**src/rtl/opendap_ap_router.sv**
```systemverilog
// Routes the SW-DP's single AP access port to one of N_APS downstream APs,
// tracks completion, broadcasts aborts and force-aborts a hung AP via a watchdog.
module opendap_ap_router #(
    parameter int   N_APS      = 2,
    parameter int   TIMEOUT    = 1024,
    parameter logic UNIMPL_ERR = 1'b0
) (
    input  logic                  swclk,
    input  logic                  rst_n,
    input  logic [7:0]            up_sel,
    input  logic [5:0]            up_addr,
    input  logic [31:0]           up_wdata,
    input  logic                  up_wen,
    input  logic                  up_ren,
    input  logic                  up_abort,
    output logic [31:0]           up_rdata,
    output logic                  up_rdy,
    output logic                  up_err,
    output logic [5:0]            dn_addr,
    output logic [31:0]           dn_wdata,
    output logic [N_APS-1:0]      dn_wen,
    output logic [N_APS-1:0]      dn_ren,
    output logic [N_APS-1:0]      dn_abort,
    input  logic [32*N_APS-1:0]   dn_rdata,
    input  logic [N_APS-1:0]      dn_rdy,
    input  logic [N_APS-1:0]      dn_err
);
    localparam int SW  = (N_APS > 1) ? $clog2(N_APS) : 1;
    localparam int WDW = (TIMEOUT == 0) ? 1 : $clog2(TIMEOUT + 1);
    localparam logic [WDW-1:0] WD_LAST = WDW'((TIMEOUT == 0) ? 0 : TIMEOUT - 1);

    typedef enum logic [1:0] {ST_IDLE, ST_BUSY, ST_NULL, ST_TOUT} state_t;

    state_t          state_q, state_d;
    logic [SW-1:0]   cur_sel_q, cur_sel_d;
    logic            is_read_q, is_read_d;
    logic [WDW-1:0]  wdog_q, wdog_d;
    logic [31:0]     rdata_q, rdata_d;

    logic            sel_rdy, sel_err, sel_ok, wd_fire;
    logic [31:0]     sel_rdata;
    logic [N_APS-1:0] wen_c, ren_c, wd_abort_c;

    assign dn_addr  = up_addr;
    assign dn_wdata = up_wdata;
    assign sel_ok   = ({1'b0, up_sel} < 9'(N_APS));

    // Mux the tracked AP's return signals and build its one-hot abort mask.
    always_comb begin
        sel_rdy    = 1'b0;
        sel_err    = 1'b0;
        sel_rdata  = '0;
        wd_abort_c = '0;
        for (int i = 0; i < N_APS; i++) begin
            if (cur_sel_q == SW'(i)) begin
                sel_rdy       = dn_rdy[i];
                sel_err       = dn_err[i];
                sel_rdata     = dn_rdata[32*i +: 32];
                wd_abort_c[i] = wd_fire;
            end
        end
    end

    always_comb begin
        state_d   = state_q;
        cur_sel_d = cur_sel_q;
        is_read_d = is_read_q;
        wdog_d    = wdog_q;
        rdata_d   = rdata_q;
        up_rdy    = 1'b1;
        up_err    = 1'b0;
        up_rdata  = rdata_q;
        wen_c     = '0;
        ren_c     = '0;
        wd_fire   = 1'b0;
        case (state_q)
            ST_IDLE: begin
                if ((up_wen || up_ren) && !up_abort) begin
                    if (sel_ok) begin
                        // Simultaneous wen/ren is illegal and is handled as a write.
                        for (int i = 0; i < N_APS; i++) begin
                            wen_c[i] = up_wen && (up_sel == 8'(i));
                            ren_c[i] = up_ren && !up_wen && (up_sel == 8'(i));
                        end
                        cur_sel_d = up_sel[SW-1:0];
                        is_read_d = !up_wen;
                        wdog_d    = '0;
                        state_d   = ST_BUSY;
                    end else begin
                        state_d = ST_NULL;
                    end
                end
            end
            ST_BUSY: begin
                up_rdy = sel_rdy;
                if (sel_rdy) begin
                    up_err   = sel_err;
                    up_rdata = sel_rdata;
                    if (is_read_q) rdata_d = sel_rdata;
                    state_d = ST_IDLE;
                end else begin
                    if (wdog_q != '1) wdog_d = wdog_q + 1'b1;
                    if ((TIMEOUT != 0) && (wdog_q == WD_LAST)) begin
                        wd_fire = 1'b1;
                        state_d = ST_TOUT;
                    end
                end
            end
            ST_NULL: begin
                up_err   = UNIMPL_ERR;
                up_rdata = '0;
                rdata_d  = '0;
                state_d  = ST_IDLE;
            end
            default: begin
                up_err   = 1'b1;
                up_rdata = '0;
                rdata_d  = '0;
                state_d  = ST_IDLE;
            end
        endcase
        if (up_abort) begin
            state_d = ST_IDLE;
            rdata_d = rdata_q;
        end
        // While in reset, present the idle face upstream and keep every AP quiet.
        if (!rst_n) begin
            up_rdy   = 1'b1;
            up_err   = 1'b0;
            up_rdata = '0;
        end
    end

    assign dn_wen   = rst_n ? wen_c : '0;
    assign dn_ren   = rst_n ? ren_c : '0;
    assign dn_abort = rst_n ? ({N_APS{up_abort}} | wd_abort_c) : '0;

    always_ff @(posedge swclk) begin
        if (!rst_n) begin
            state_q   <= ST_IDLE;
            cur_sel_q <= '0;
            is_read_q <= 1'b0;
            wdog_q    <= '0;
            rdata_q   <= '0;
        end else begin
            state_q   <= state_d;
            cur_sel_q <= cur_sel_d;
            is_read_q <= is_read_d;
            wdog_q    <= wdog_d;
            rdata_q   <= rdata_d;
        end
    end
endmodule

```
**config.mk**
```make
export PLATFORM = sky130hd
export DESIGN_NAME = opendap_ap_router
export DESIGN_NICKNAME = d
export VERILOG_FILES = /design/src/rtl/opendap_ap_router.sv
export SDC_FILE = /design/constraint.sdc
export NUM_CORES = 1
export LEC_CHECK = 0
export CAP_MARGIN = 20
export CORE_MARGIN = 2
export CORE_UTILIZATION = 40
export CTS_CLUSTER_SIZE = 30
export DETAILED_ROUTE_END_ITERATION = 10
export GPL_ROUTABILITY_DRIVEN = 0
export PLACE_DENSITY = 0.91
export SETUP_SLACK_MARGIN = 0.1
export SYNTH_ARGS = -nofsm -noshare
export SYNTH_HDL_FRONTEND = slang
export SYNTH_SLANG_ARGS = --single-unit
```
**constraint.sdc**
```tcl
create_clock -name swclk -period 4.5 [get_ports swclk]
set_clock_uncertainty 0.15 [all_clocks]
set_input_delay 0.9 -clock swclk [delete_from_list [all_inputs] [get_ports swclk]]
set_output_delay 0.9 -clock swclk [all_outputs]
set_load 0.1 [all_outputs]
```
After elaboration in Yosys (flattened, before gate mapping)

Index checks and enable logic that the tools add are counted.
W data, S select, Z words.

Bits in registers: 47
Bits in latches: 0
Bits in writable memories: 0
Memory bits (read-only): 0
Output and inout port bits: 78
Memories: 0

$add $sub $neg: 1
$mul: 0
Div/mod/pow operators: 0
$lt $le $gt $ge: 1
Equality and inequality tests: 12
Shift-type cells: 0
Mux-type cells: 38
Bitwise logic cells: 4
Reductions and logical operators: 18

Operators with widths:

| kind                    | number |
|---|---|
| $mux W32                | 5 |
| $pmux W32 S2            | 2 |
| $mux W11                | 4 |
| $mux W2                 | 13 |
| $pmux W11 S2            | 1 |
| $ne A2 B2 Y1 const B    | 6 |
| $add A11 B1 Y11 const B | 1 |
| $eq A11 B10 Y1 const B  | 1 |
| $mux W1                 | 11 |
| $ne A11 B11 Y1 const B  | 1 |
| $eq A8 B1 Y1 const B    | 1 |
| $logic_not A8 Y1        | 1 |
| $lt A8 B2 Y1 const B    | 1 |
| $logic_and A1 B1 Y1     | 6 |
| $reduce_and A5 Y1       | 1 |
| $pmux W2 S2             | 1 |
| $reduce_and A4 Y1       | 1 |
| $reduce_or A2 Y1        | 2 |
| $ne A3 B3 Y1 const B    | 1 |
| $not A1 Y1              | 3 |
| $reduce_and A3 Y1       | 1 |
| $eq A2 B1 Y1 const B    | 1 |
| $eq A2 B2 Y1 const B    | 1 |
| $logic_not A1 Y1        | 2 |
| 6 further kinds         | 6 |

Longest topological paths before layout

Gate-level depths: netlist (run 1).

Depth after elaboration: 7
Mapped depth: 8
Mapped depth without buffers: 5

Least setup slack after synthesis (run 1)

No wires, ideal clock.

Path type: input to output
From: input up_sel[4]
To: output dn_ren[0]
Arrival time: 3.669 ns
Required time: 3.450 ns
Slack: -0.219 ns
Cell stages on the path: 4
Cells stage by stage: nor4_2 -> and4_1 -> nand2_1 -> nor3_1

Word-level cells in the longest chain between the ends: 6
Elaborated cells on any way between the ends: 7
Those cells by class: order compare: 1; mux: 4; reduce/logical: 2

RTL lines:

| what                                                                 | RTL line | text |
|---|---|---|
| start, declared                                                      | 10       | `input logic [7:0] up_sel,` |
| parallel branches: the longest is 2 deep, another holds $lt A8 B2 Y1 | -        |  |
| $mux W2 (*)                                                          | 79       | `if (sel_ok) begin` |
| $mux W2 (*)                                                          | 78       | `if ((up_wen \|\| up_ren) && !up_abort) begin` |
| $mux W2 (*)                                                          | 76       | `case (state_q)` |
| $mux W2 (*)                                                          | 135      | `assign dn_ren = rst_n ? ren_c : '0;` |
| end, declared                                                        | 22       | `output logic [N_APS-1:0] dn_ren,` |

Every way passes the cells marked *.

Final worst setup path (run 1)

From: input dn_rdy[1]
To: output dn_abort[0]

Word-level cells in the longest chain between the ends: 6

RTL lines:

| what            | RTL line | text |
|---|---|---|
| start, declared | 25       | `input logic [N_APS-1:0] dn_rdy,` |
| $mux W1         | 55       | `if (cur_sel_q == SW'(i)) begin` |
| $mux W1         | 96       | `if (sel_rdy) begin` |
| $mux W1         | 76       |  |
| $mux W1         | 55       |  |
| $or A2 B2 Y2    | 136      | `assign dn_abort = rst_n ? ({N_APS{up_abort}} \| wd_abort_c) : '0;` |
| $mux W2         | 136      |  |
| end, declared   | 23       | `output logic [N_APS-1:0] dn_abort,` |

Every way passes these cells.

==> key figures, run 1 <==
Cells and area
  • Utilization after layout: 0.590
  • Layout cell share with drive strength beyond 1: 0.221
  • Finished Cell Area: 4870 µm²
  • Final nets: 595
  • Diode insertion count for antenna repair: 0
  • Synth-to-Final Area Change: 42.7%
  • Filler-free cell count of the finished design: 581

Place
  • Placed Area: 4750 µm²
  • Half-perimeter wire length after detailed placement: 7020 µm
  • Worst slack at placement: 0.451 ns
  • Total of buffers placed on input and output ports: 120
  • Placed insts: 572

Synth
  • Area share of fa/ha/maj cells after synthesis: 0.00366
  • Synth Net Count: 534
  • Synth top area share: 0.275
  • Dominant cell type by area after synthesis: sky130_fd_sc_hd__dfxtp_1
  • Post-Synth XOR/XNOR Area: 0
  • Cell types with the largest area share after synthesis: sky130_fd_sc_hd__dfxtp_1 28%, sky130_fd_sc_hd__mux2_2 11%, sky130_fd_sc_hd__or4b_1 9.4%
  • Proportion of synthesized chip area in sequential cells: 0.275
  • Post-Syn Area: 3420 µm²
  • Compound-cell area share of the yosys netlist: 0.245
  • Number of distinct standard cells referenced by the synthesized netlist: 52
  • Main combinational cell family by area after synthesis: compound AO/OA/AOI/OAI gates
  • Number of synthesized register bits: 47
  • Ys flop type: sky130_fd_sc_hd__dfxtp_1
  • Ys async rst share: 0
  • Proportion of synthesized area in mux cells: 0.116
  • Mean post-synth cell area: 8.25 µm²
  • Number of cells produced by synthesis: 414
  • Yosys warning total: 0
  • Post-synthesis share of cell area spent on and, or, nand and nor gates: 0.226
  • Number of enable-type register cells in the synthesized netlist: 0

Timing
  • Final critical path time including I/O delays and setup: 4.04 ns
  • Final Hold Violating Endpoints: 0
  • Peak clock frequency supported by timing: 247 MHz
  • Setup repair after global routing missed its margin: false
  • Normalized max-slew margin: 0.566
  • Final clock period utilization by the worst path: 0.899
  • Hold Slack: 0.335 ns
  • Transition time at the pin with the least slew margin: 0.646 ns
  • Final Slew Violations: 0
  • Worst setup slack after layout: 0.456 ns
  • Final setup violation count: 0
  • Setup TNS Final: 0 ns

Worst setup path
  • Crit path required time: 3.45 ns
  • Kind of end point of the critical path: output port
  • Master of the slowest instance on the critical path: sky130_fd_sc_hd__or4_4
  • Critical path class: primary input to output port
  • Cell Chain, Critical Path: clkdlybuf4s50_1 > mux2_4 > or2_1 > or4_4 > o31ai_4 > buf_12
  • Highest cell delay on the worst timing path: 0.59 ns
  • Critical Path Fanout Max: 7
  • Critical Path Start Type: primary input
  • Worst endpoint data arrival time: 2.99 ns

Global routing
  • Overall overflow remaining after global route: 0
  • Pin count of the biggest net entering global routing: 65
  • Gr usage total: 0.207
  • Number of antenna violations at the first check in global routing: 0
  • Global-route wire length before repair: 15400 µm
  • Number of global-route vias before repair: 3355

Clocking
  • Post-cts resize count: 0
  • Post-CTS setup repair buffer count: 0
  • Quantity of hold-fixing buffers added after cts: 0
  • H-tree Lvls: 2
  • Maximum count of clock buffers along a single path: 2
  • Clock latency of the later-clocked register in the worst-skew pair: 0.30 ns
  • Clock sink count: 47
  • CTS tree: done
  • Clock transition time at the flip-flop clock pins of the worst setup and hold paths: 0.09 ns
  • Clock root buffer master: sky130_fd_sc_hd__clkbuf_8
  • Inserted Clock Buffers: 5

Power and ir drop
  • Leakage: 1.62 nW
  • Maximum vdd drop: 0.119 mV
  • Total power consumption of the routed design: 863 µW
  • PD cells: 177 nW/µm²

Drt
  • Via count normalized by instance count: 5.93
  • Final Routed Wirelength: 9800 µm
  • Number of detailed-routing iterations run before antenna repair: 4
  • Average routed wire per standard cell: 16.9 µm
  • Detail Route Antenna Nets: 0
  • # DRC: 0
  • Total vias in the final route: 3447
  • Starting DRC count in detailed routing: 100

Floorplanning
  • Starting density of the core: 0.414
  • # rows: 33
  • Floorplan die width: 96.4 µm
  • I/O pin cnt: 197
  • Core Footprint: 8260 µm²
  • Die boundary height: 96.4 µm
  • Die area: 9300 µm²

Run
  • Maxcap violations: 0

Status
  • Status: finished, final reports clean

Worst hold path
  • Tightest Hold Check Type: flop to flop
-- state kept, by name, summed over array words and instances (netlist names) --
signal	cells
rdata_q	32
state_q	2
cur_sel_q	1
wdog_q	11
is_read_q	1
-- layer usage --
| metal | vias up | share of wire | GRT usage |
|---|---|---|---|
| met1 | 1639 | 0.38 | 0.233 |
| li1 | 1634 | - | - |
| met3 | 27 | 0.074 | 0.0535 |
| met5 | - | 0 | 0 |
| met2 | 147 | 0.52 | 0.374 |
| met4 | 0 | 0.025 | 0.0810 |
-- layout by cell type, fill, tap and decap left out, types with 3 or more instances in the layout --
| master | count |
|---|---|
| sky130_fd_sc_hd__dfxtp_1 | 46 |
| sky130_fd_sc_hd__o21ai_1 | 30 |
| sky130_fd_sc_hd__nor3_1 | 8 |
| sky130_fd_sc_hd__o22a_1 | 3 |
| sky130_fd_sc_hd__nand4_1 | 3 |
| sky130_fd_sc_hd__a21oi_1 | 34 |
| sky130_fd_sc_hd__mux2_2 | 33 |
| sky130_fd_sc_hd__or4b_1 | 32 |
| sky130_fd_sc_hd__nor2_1 | 38 |
| sky130_fd_sc_hd__a22oi_1 | 32 |
| sky130_fd_sc_hd__clkdlybuf4s50_1 | 80 |
| sky130_fd_sc_hd__buf_4 | 13 |
| sky130_fd_sc_hd__buf_12 | 37 |
| sky130_fd_sc_hd__nand2b_1 | 4 |
| sky130_fd_sc_hd__o21ai_0 | 4 |
| sky130_fd_sc_hd__clkbuf_8 | 7 |
| sky130_fd_sc_hd__and3_1 | 3 |
| sky130_fd_sc_hd__nand3_1 | 7 |
| sky130_fd_sc_hd__o31ai_1 | 4 |
| sky130_fd_sc_hd__nand2_1 | 15 |
-- final cells by class --
cell class                      instances  area [µm²]
Multi-Input combinational cell        289        2050
Sequential cell                        47         942
Tap cell                              105         131
Clock buffer                            7        96.3
Timing Repair Buffer                  130        1640
Fill cell                             701        3380
Clock inverter                          1        7.51
Inverter                                2        7.51
-- worst max-delay path: cells and delay by family --
family          cells  cell delay [ns]
buf+inv             2             0.66
compound gates      1             0.23
mux                 1             0.30
simple gates        2             0.90
-- where the power goes --
group	internal (mW)	leakage [nW]	total [mW]	switching (mW)
clock network	0.140	0.0505	0.286	0.146
logic	0.0900	1.19	0.160	0.0696
registers	0.416	0.379	0.418	0.00167
total	0.646	1.62	0.863	0.217
-- cell families after synthesis --
family | count (synthesis)
AO/OA/AOI/OAI | 129
AND/OR/NAND/NOR | 124
buffers and inverters | 78
flip-flops | 47
multiplexers | 35
adder cells (fa/ha/maj) | 1
-- worst paths after layout --
path / start / end / slack, ns / depth (start not counted)
max reg2reg: state_q[1] / rdata_q[1] / 2.10 / 6
min reg2reg: rdata_q[4] / rdata_q[4] / 0.33 / 2
max: dn_rdy[1] / dn_abort[0] / 0.46 / 6
min: rdata_q[4] / rdata_q[4] / 0.33 / 2
-- Yosys cell counts (all sizes together), types with 7 or more instances --
cell type / number
a22oi: 32
nand2: 15
o21ai: 35
mux2: 34
nor2: 39
clkbuf: 23
a21oi: 35
buf: 53
dfxtp: 47
or4b: 32
nor3: 8
nand3: 7
Power figures use the tool's default switching activity.
==> run 2, diff against run 1 <==
--- a/config.mk
+++ b/config.mk
@@ -8,6 +8,7 @@
 export CAP_MARGIN = 20
 export CORE_MARGIN = 2
 export CORE_UTILIZATION = 40
+export CTS_BUF_LIST = sky130_fd_sc_hd__clkbuf_4
 export CTS_CLUSTER_SIZE = 30
 export DETAILED_ROUTE_END_ITERATION = 10
 export GPL_ROUTABILITY_DRIVEN = 0
==> run 2 against run 1 <==
Hold slack better by 0.0060 ns. Sequential cell count is the same. First-iteration DRC count is 10% higher. Combinational power hardly changed. Worst setup slack improved by 0.0019 ns. Critical path depth unchanged. Count of clock-buffer cells in the layout fell by 2. Die area did not move. Register-to-register slack got worse by 0.03 ns. Non-clock buffer count stayed put.
==> key figures, run 2 (same netlist as run 1, synthesis figures left out) <==
Status
  • Status: finished, final reports clean

Run
  • Maxcap violations: 0

Worst setup path
  • Kind of end point of the critical path: output port
  • Cell Chain, Critical Path: clkdlybuf4s50_1 > mux2_4 > or2_1 > or4_4 > o31ai_4 > buf_12
  • Master of the slowest instance on the critical path: sky130_fd_sc_hd__or4_4
  • Critical Path Start Type: primary input
  • Worst endpoint data arrival time: 2.99 ns
  • Critical path class: primary input to output port
  • Crit path required time: 3.45 ns
  • Critical Path Fanout Max: 7
  • Highest cell delay on the worst timing path: 0.59 ns

Clocking
  • Clock latency of the later-clocked register in the worst-skew pair: 0.36 ns
  • Inserted Clock Buffers: 5
  • H-tree Lvls: 2
  • Quantity of hold-fixing buffers added after cts: 0
  • Clock sink count: 47
  • Post-cts resize count: 0
  • CTS tree: done
  • Clock root buffer master: sky130_fd_sc_hd__clkbuf_4
  • Post-CTS setup repair buffer count: 0
  • Clock transition time at the flip-flop clock pins of the worst setup and hold paths: 0.14 ns
  • Maximum count of clock buffers along a single path: 2

Cells and area
  • Final nets: 595
  • Synth-to-Final Area Change: 41.2%
  • Max FFs per register: 32
  • Biggest register: rdata_q
  • Most common cell after layout, fill and taps aside: sky130_fd_sc_hd__clkdlybuf4s50_1
  • Utilization after layout: 0.584
  • Most frequent cells in the layout: 80 x sky130_fd_sc_hd__clkdlybuf4s50_1, 46 x sky130_fd_sc_hd__dfxtp_1, 38 x sky130_fd_sc_hd__nor2_1
  • Registers with the most flip-flops: rdata_q: 32 flops, wdog_q: 11 flops, state_q: 2 flops
  • Diode insertion count for antenna repair: 0
  • Layout cell share with drive strength beyond 1: 0.216

Timing
  • Normalized max-slew margin: 0.564
  • Final Hold Violating Endpoints: 0
  • Final Slew Violations: 0
  • Peak clock frequency supported by timing: 247 MHz
  • Final clock period utilization by the worst path: 0.898
  • Final setup violation count: 0
  • Setup repair after global routing missed its margin: false
  • Transition time at the pin with the least slew margin: 0.648 ns
  • Final critical path time including I/O delays and setup: 4.04 ns

Drt
  • Final Routed Wirelength: 9790 µm
  • Number of detailed-routing iterations run before antenna repair: 5
  • Starting DRC count in detailed routing: 110
  • Average routed wire per standard cell: 16.8 µm
  • Via count normalized by instance count: 5.93
  • Total vias in the final route: 3443
  • Detail Route Antenna Nets: 0
  • # DRC: 0

Global routing
  • Overall overflow remaining after global route: 0
  • Pin count of the biggest net entering global routing: 65
  • Global-route wire length before repair: 15400 µm
  • Gr usage total: 0.207
  • Number of antenna violations at the first check in global routing: 0
  • Number of global-route vias before repair: 3340

Floorplanning
  • Core Footprint: 8260 µm²
  • Die area: 9300 µm²
  • Starting density of the core: 0.414
  • I/O pin cnt: 197
  • Die boundary height: 96.4 µm
  • # rows: 33
  • Floorplan die width: 96.4 µm

Place
  • Total of buffers placed on input and output ports: 120
  • Half-perimeter wire length after detailed placement: 7020 µm

Power and ir drop
  • Total power consumption of the routed design: 774 µW
  • Maximum vdd drop: 0.0974 mV
  • Leakage: 1.60 nW
  • PD cells: 160 nW/µm²

Worst hold path
  • Tightest Hold Check Type: flop to flop
-- run 2: cell count changes in the layout (fill, tap and decap cells not counted) --
cell                       previous run  this run
sky130_fd_sc_hd__clkbuf_4             0         5
sky130_fd_sc_hd__clkbuf_8             7         0
sky130_fd_sc_hd__clkinv_1             0         2
-- run 2: report_power, final --
part | switching (mW) | internal (mW)
Sequential | 0.00173 | 0.417
Clock | 0.138 | 0.0576
Combinational | 0.0695 | 0.0900
Total | 0.210 | 0.564
-- run 2: worst max-delay path, delay by kind of cell --
| kind | cells | cell delay, ns |
|---|---|---|
| buffers and inverters | 2 | 0.66 |
| AO/OA/AOI/OAI | 1 | 0.23 |
| AND/OR/NAND/NOR | 2 | 0.90 |
| multiplexers | 1 | 0.30 |
-- run 2: metrics by stage --
| stage | worst slack (ns) | setup TNS, ns | instances | instance area (µm²) | hold WS, ns |
|---|---|---|---|---|---|
| 2_1_floorplan | -0.219 | -0.439 | 414 | 3430 | 0.300 |
| 3_3_place_gp | 0.491 | 0 | 572 | 4750 | 0.307 |
| 3_5_place_dp | 0.451 | 0 | 572 | 4750 | 0.323 |
| 4_1_cts | 0.446 | 0 | 580 | 4800 | 0.342 |
| 5_1_grt | 0.384 | 0 | 581 | 4820 | 0.368 |
| 6_report | 0.458 | 0 | 581 | 4820 | 0.341 |
-- run 2: path summary, 6_finish.rpt --
| path | slack [ns] | depth (start not counted) | from | end |
|---|---|---|---|---|
| max | 0.46 | 6 | dn_rdy[1] | dn_abort[0] |
| min | 0.34 | 2 | rdata_q[4] | rdata_q[4] |
| max reg2reg | 2.07 | 6 | state_q[1] | rdata_q[1] |
| min reg2reg | 0.34 | 2 | rdata_q[4] | rdata_q[4] |
-- run 2: area by class of cell --
| type | instances | area (µm²) |
|---|---|---|
| clock inverter | 3 | 15.0 |
| tap | 105 | 131 |
| fill | 708 | 3430 |
| multi-input combinational | 289 | 2050 |
| inverter | 2 | 7.51 |
| clock buffer | 5 | 37.5 |
| sequential | 47 | 942 |
| timing repair buffer | 130 | 1640 |
-- run 2: layer usage --
metal	part of all wire	GRT usage	wire, µm
met5	0	0	0
met4	0.024	0.0775	236
met3	0.074	0.0535	726
met2	0.52	0.374	5050
met1	0.39	0.232	3770
==> run 3, diff against run 2 <==
--- a/config.mk
+++ b/config.mk
@@ -5,6 +5,7 @@
 export SDC_FILE = /design/constraint.sdc
 export NUM_CORES = 1
 export LEC_CHECK = 0
+export ABC_AREA = 1
 export CAP_MARGIN = 20
 export CORE_MARGIN = 2
 export CORE_UTILIZATION = 40
@@ -12,8 +13,10 @@
 export CTS_CLUSTER_SIZE = 30
 export DETAILED_ROUTE_END_ITERATION = 10
 export GPL_ROUTABILITY_DRIVEN = 0
-export PLACE_DENSITY = 0.91
+export GPL_TIMING_DRIVEN = 0
+export PLACE_DENSITY = 0.92
 export SETUP_SLACK_MARGIN = 0.1
 export SYNTH_ARGS = -nofsm -noshare
 export SYNTH_HDL_FRONTEND = slang
 export SYNTH_SLANG_ARGS = --single-unit
+export TNS_END_PERCENT = 100
==> run 3 against run 2 <==
Core utilization increased by 4.0 points. Highest routed layer unchanged. Cell count increased by 38%. Worst setup slack got worse by 0.20 ns. Total power increased by 33%. Critical endpoint is now up_rdata[0]. Sequential cell count unchanged. Synthesized cell count increased by 29%.
==> key figures, run 3 <==
Worst setup path
  • Worst endpoint data arrival time: 3.19 ns
  • Master of the slowest instance on the critical path: sky130_fd_sc_hd__clkdlybuf4s50_1
  • Buf+Inv Stages, Crit Path: 2
  • Cell type with the highest occurrence count on the critical path: sky130_fd_sc_hd__clkdlybuf4s50_1
  • Critical Path Start Type: primary input
  • Crit path required time: 3.45 ns
  • Highest cell delay on the worst timing path: 1.14 ns
  • End point of the critical path: up_rdata[0]
  • Top cell family by delay on the critical path: buffers and inverters
  • Reg-to-reg critical path startpoint: wdog_q[0]
  • Reg-to-reg endpoint: state_q[1]
  • Startpoint of the most critical setup path: dn_rdy[1]
  • R2r setup slk: 2.55 ns
  • Cell Chain, Critical Path: clkdlybuf4s50_1 > nand2_1 > a21oi_2 > a22oi_1 > nor2_1 > clkdlybuf4s50_1
  • Critical path class: primary input to output port
  • Critical Path Fanout Max: 5
  • Logic depth of the worst setup path including buffers: 6
  • Kind of end point of the critical path: output port
  • Count of cells along the worst register-to-register path: 9

Cells and area
  • Layout cell share with drive strength beyond 1: 0.106
  • Registers with the most flip-flops: rdata_q: 32 flops, wdog_q: 11 flops, state_q: 2 flops
  • Synth-to-Final Area Change: 52.6%
  • Most common cell after layout, fill and taps aside: sky130_fd_sc_hd__nand2_1
  • Biggest register: rdata_q
  • Max FFs per register: 32
  • Most frequent cells in the layout: 177 x sky130_fd_sc_hd__nand2_1, 121 x sky130_fd_sc_hd__clkdlybuf4s50_1, 64 x sky130_fd_sc_hd__nor2_1
  • Final nets: 817

Synth
  • Proportion of synthesized chip area in sequential cells: 0.282
  • Synth top area share: 0.282
  • Yosys warning total: 0
  • Mean post-synth cell area: 6.27 µm²
  • Dominant cell type by area after synthesis: sky130_fd_sc_hd__dfxtp_1
  • Number of cells produced by synthesis: 533
  • Ys async rst share: 0
  • Most frequent cells after synthesis: 177 x sky130_fd_sc_hd__nand2_1, 64 x sky130_fd_sc_hd__nor2_1, 48 x sky130_fd_sc_hd__a21oi_1
  • Number of enable-type register cells in the synthesized netlist: 0
  • Ys flop type: sky130_fd_sc_hd__dfxtp_1
  • Cell types with the largest area share after synthesis: sky130_fd_sc_hd__dfxtp_1 28%, sky130_fd_sc_hd__nand2_1 20%, sky130_fd_sc_hd__buf_4 9.9%
  • Number of distinct standard cells referenced by the synthesized netlist: 27
  • Post-Syn Area: 3340 µm²
  • Synth Net Count: 653
  • Number of synthesized register bits: 47
  • Most frequent cell after synthesis: sky130_fd_sc_hd__nand2_1

Power and ir drop
  • PD cells: 202 nW/µm²
  • Leakage: 2.23 nW
  • Maximum vdd drop: 0.120 mV

Timing
  • Final Slew Violations: 0
  • Final setup violation count: 0
  • Final Hold Violating Endpoints: 0
  • Final clock period utilization by the worst path: 0.942
  • Normalized max-slew margin: 0.317
  • Peak clock frequency supported by timing: 236 MHz
  • Hold Slack: 0.328 ns
  • Final critical path time including I/O delays and setup: 4.24 ns
  • Setup TNS Final: 0 ns
  • Setup repair after global routing missed its margin: false
  • Transition time at the pin with the least slew margin: 1.02 ns

Drt
  • Starting DRC count in detailed routing: 351
  • Via count normalized by instance count: 5.31
  • Detail Route Antenna Nets: 0
  • Final Routed Wirelength: 11300 µm
  • Number of detailed-routing iterations run before antenna repair: 5
  • Total vias in the final route: 4268
  • Average routed wire per standard cell: 14.0 µm
  • # DRC: 0

Worst hold path
  • Hold depth: 2
  • Tightest Hold Check Type: flop to flop

Floorplanning
  • Starting density of the core: 0.409
  • Core Footprint: 8180 µm²
  • Die area: 9100 µm²
  • Floorplan die width: 95.4 µm
  • # rows: 33
  • Die boundary height: 95.4 µm
  • I/O pin cnt: 197

Global routing
  • Number of antenna violations at the first check in global routing: 1
  • Overall overflow remaining after global route: 0
  • Number of global-route vias before repair: 4091
  • Gr usage total: 0.243
  • Global-route wire length before repair: 17700 µm
  • Pin count of the biggest net entering global routing: 15

Clocking
  • Quantity of hold-fixing buffers added after cts: 0
  • Maximum count of clock buffers along a single path: 2
  • H-tree Lvls: 2
  • Inserted Clock Buffers: 5
  • CTS tree: done
  • Clock sink count: 47
  • Clock transition time at the flip-flop clock pins of the worst setup and hold paths: 0.14 ns
  • Clock latency of the later-clocked register in the worst-skew pair: 0.37 ns
  • Clock root buffer master: sky130_fd_sc_hd__clkbuf_4
  • Post-CTS setup repair buffer count: 0

Status
  • Status: finished, final reports clean

Run
  • Maxcap violations: 0

Place
  • Half-perimeter wire length after detailed placement: 8840 µm
  • Total of buffers placed on input and output ports: 157
[run 3: cell type report]
cell class	instances	area, µm²
fillers	734	3070
multi-input cells	390	1860
repair buffers	157	1550
flip-flops and latches	47	941
plain buffers	72	452
well taps	105	131
inverters	24	92.6
clock inverters	3	38.8
clock buffers	5	37.5
diodes	1	2.50
[run 3: metrics by stage]
| step | instances | utilization | setup slack [ns] | power [mW] | area [µm²] |
|---|---|---|---|---|---|
| after detailed placement | 795 | 0.617 | 0.0296 | 0.782 | 5040 |
| after global placement | 795 | 0.617 | 0.0390 | 0.776 | 5040 |
| after floorplan | 533 | - | 0.624 | 0.657 | 3340 |
| after CTS | 803 | 0.622 | 0.115 | 1.03 | 5080 |
| after global routing | 804 | 0.624 | 0.206 | 1.06 | 5100 |
| final | 804 | 0.624 | 0.262 | 1.03 | 5100 |
[run 3: worst min-delay path by stage]
stage	startpoint	endpoint
2_1_floorplan	rdata_q[5]	rdata_q[5]
3_3_place_gp	rdata_q[31]	rdata_q[31]
3_5_place_dp	rdata_q[24]	rdata_q[24]
4_1_cts	rdata_q[24]	rdata_q[24]
5_1_grt	rdata_q[9]	rdata_q[9]
6_report	rdata_q[9]	rdata_q[9]
[run 3: what timing repair did]
item,4_1_cts,5_1_grt
endpoints found under the setup margin,30,6
gates resized for setup,30,6
endpoints found under the hold margin,0,0
[run 3: where the power goes]
| part | internal, mW | leakage [nW] | total (mW) | switching (mW) |
|---|---|---|---|---|
| combinational | 0.130 | 1.81 | 0.354 | 0.225 |
| clock | 0.114 | 0.0426 | 0.255 | 0.140 |
| sequential | 0.418 | 0.379 | 0.419 | 0.00179 |
| total | 0.662 | 2.23 | 1.03 | 0.367 |
[run 3: worst min-delay path, stage by stage (launching register included)]
cell and delay (ns):
sky130_fd_sc_hd__dfxtp_1 0.34, sky130_fd_sc_hd__nand2_1 0.06, sky130_fd_sc_hd__a21oi_1 0.05
[run 3: cell families (layout without fill, tap and decap cells)]
| kind of cell | Yosys count | in the layout | synth area share |
|---|---|---|---|
| AOI/OAI and AO/OA | 88 | 88 | 0.157 |
| xor gates and xnor gates | 2 | 2 | 0.00524 |
| other | 0 | 1 | 0 |
| buffers and inverters | 96 | 261 | 0.163 |
| and+or+nand+nor | 299 | 299 | 0.390 |
| adders and majority gates | 1 | 1 | 0.00374 |
| DFF | 47 | 47 | 0.282 |
[run 3: layer usage]
layer / up-vias / global-route usage / routed length, µm
met1: 1958 / 0.270 / 4090
li1: 2050 / - / -
met3: 21 / 0.0372 / 1060
met4: 0 / 0.110 / 267
met2: 239 / 0.451 / 5870
met5: - / 0 / 0
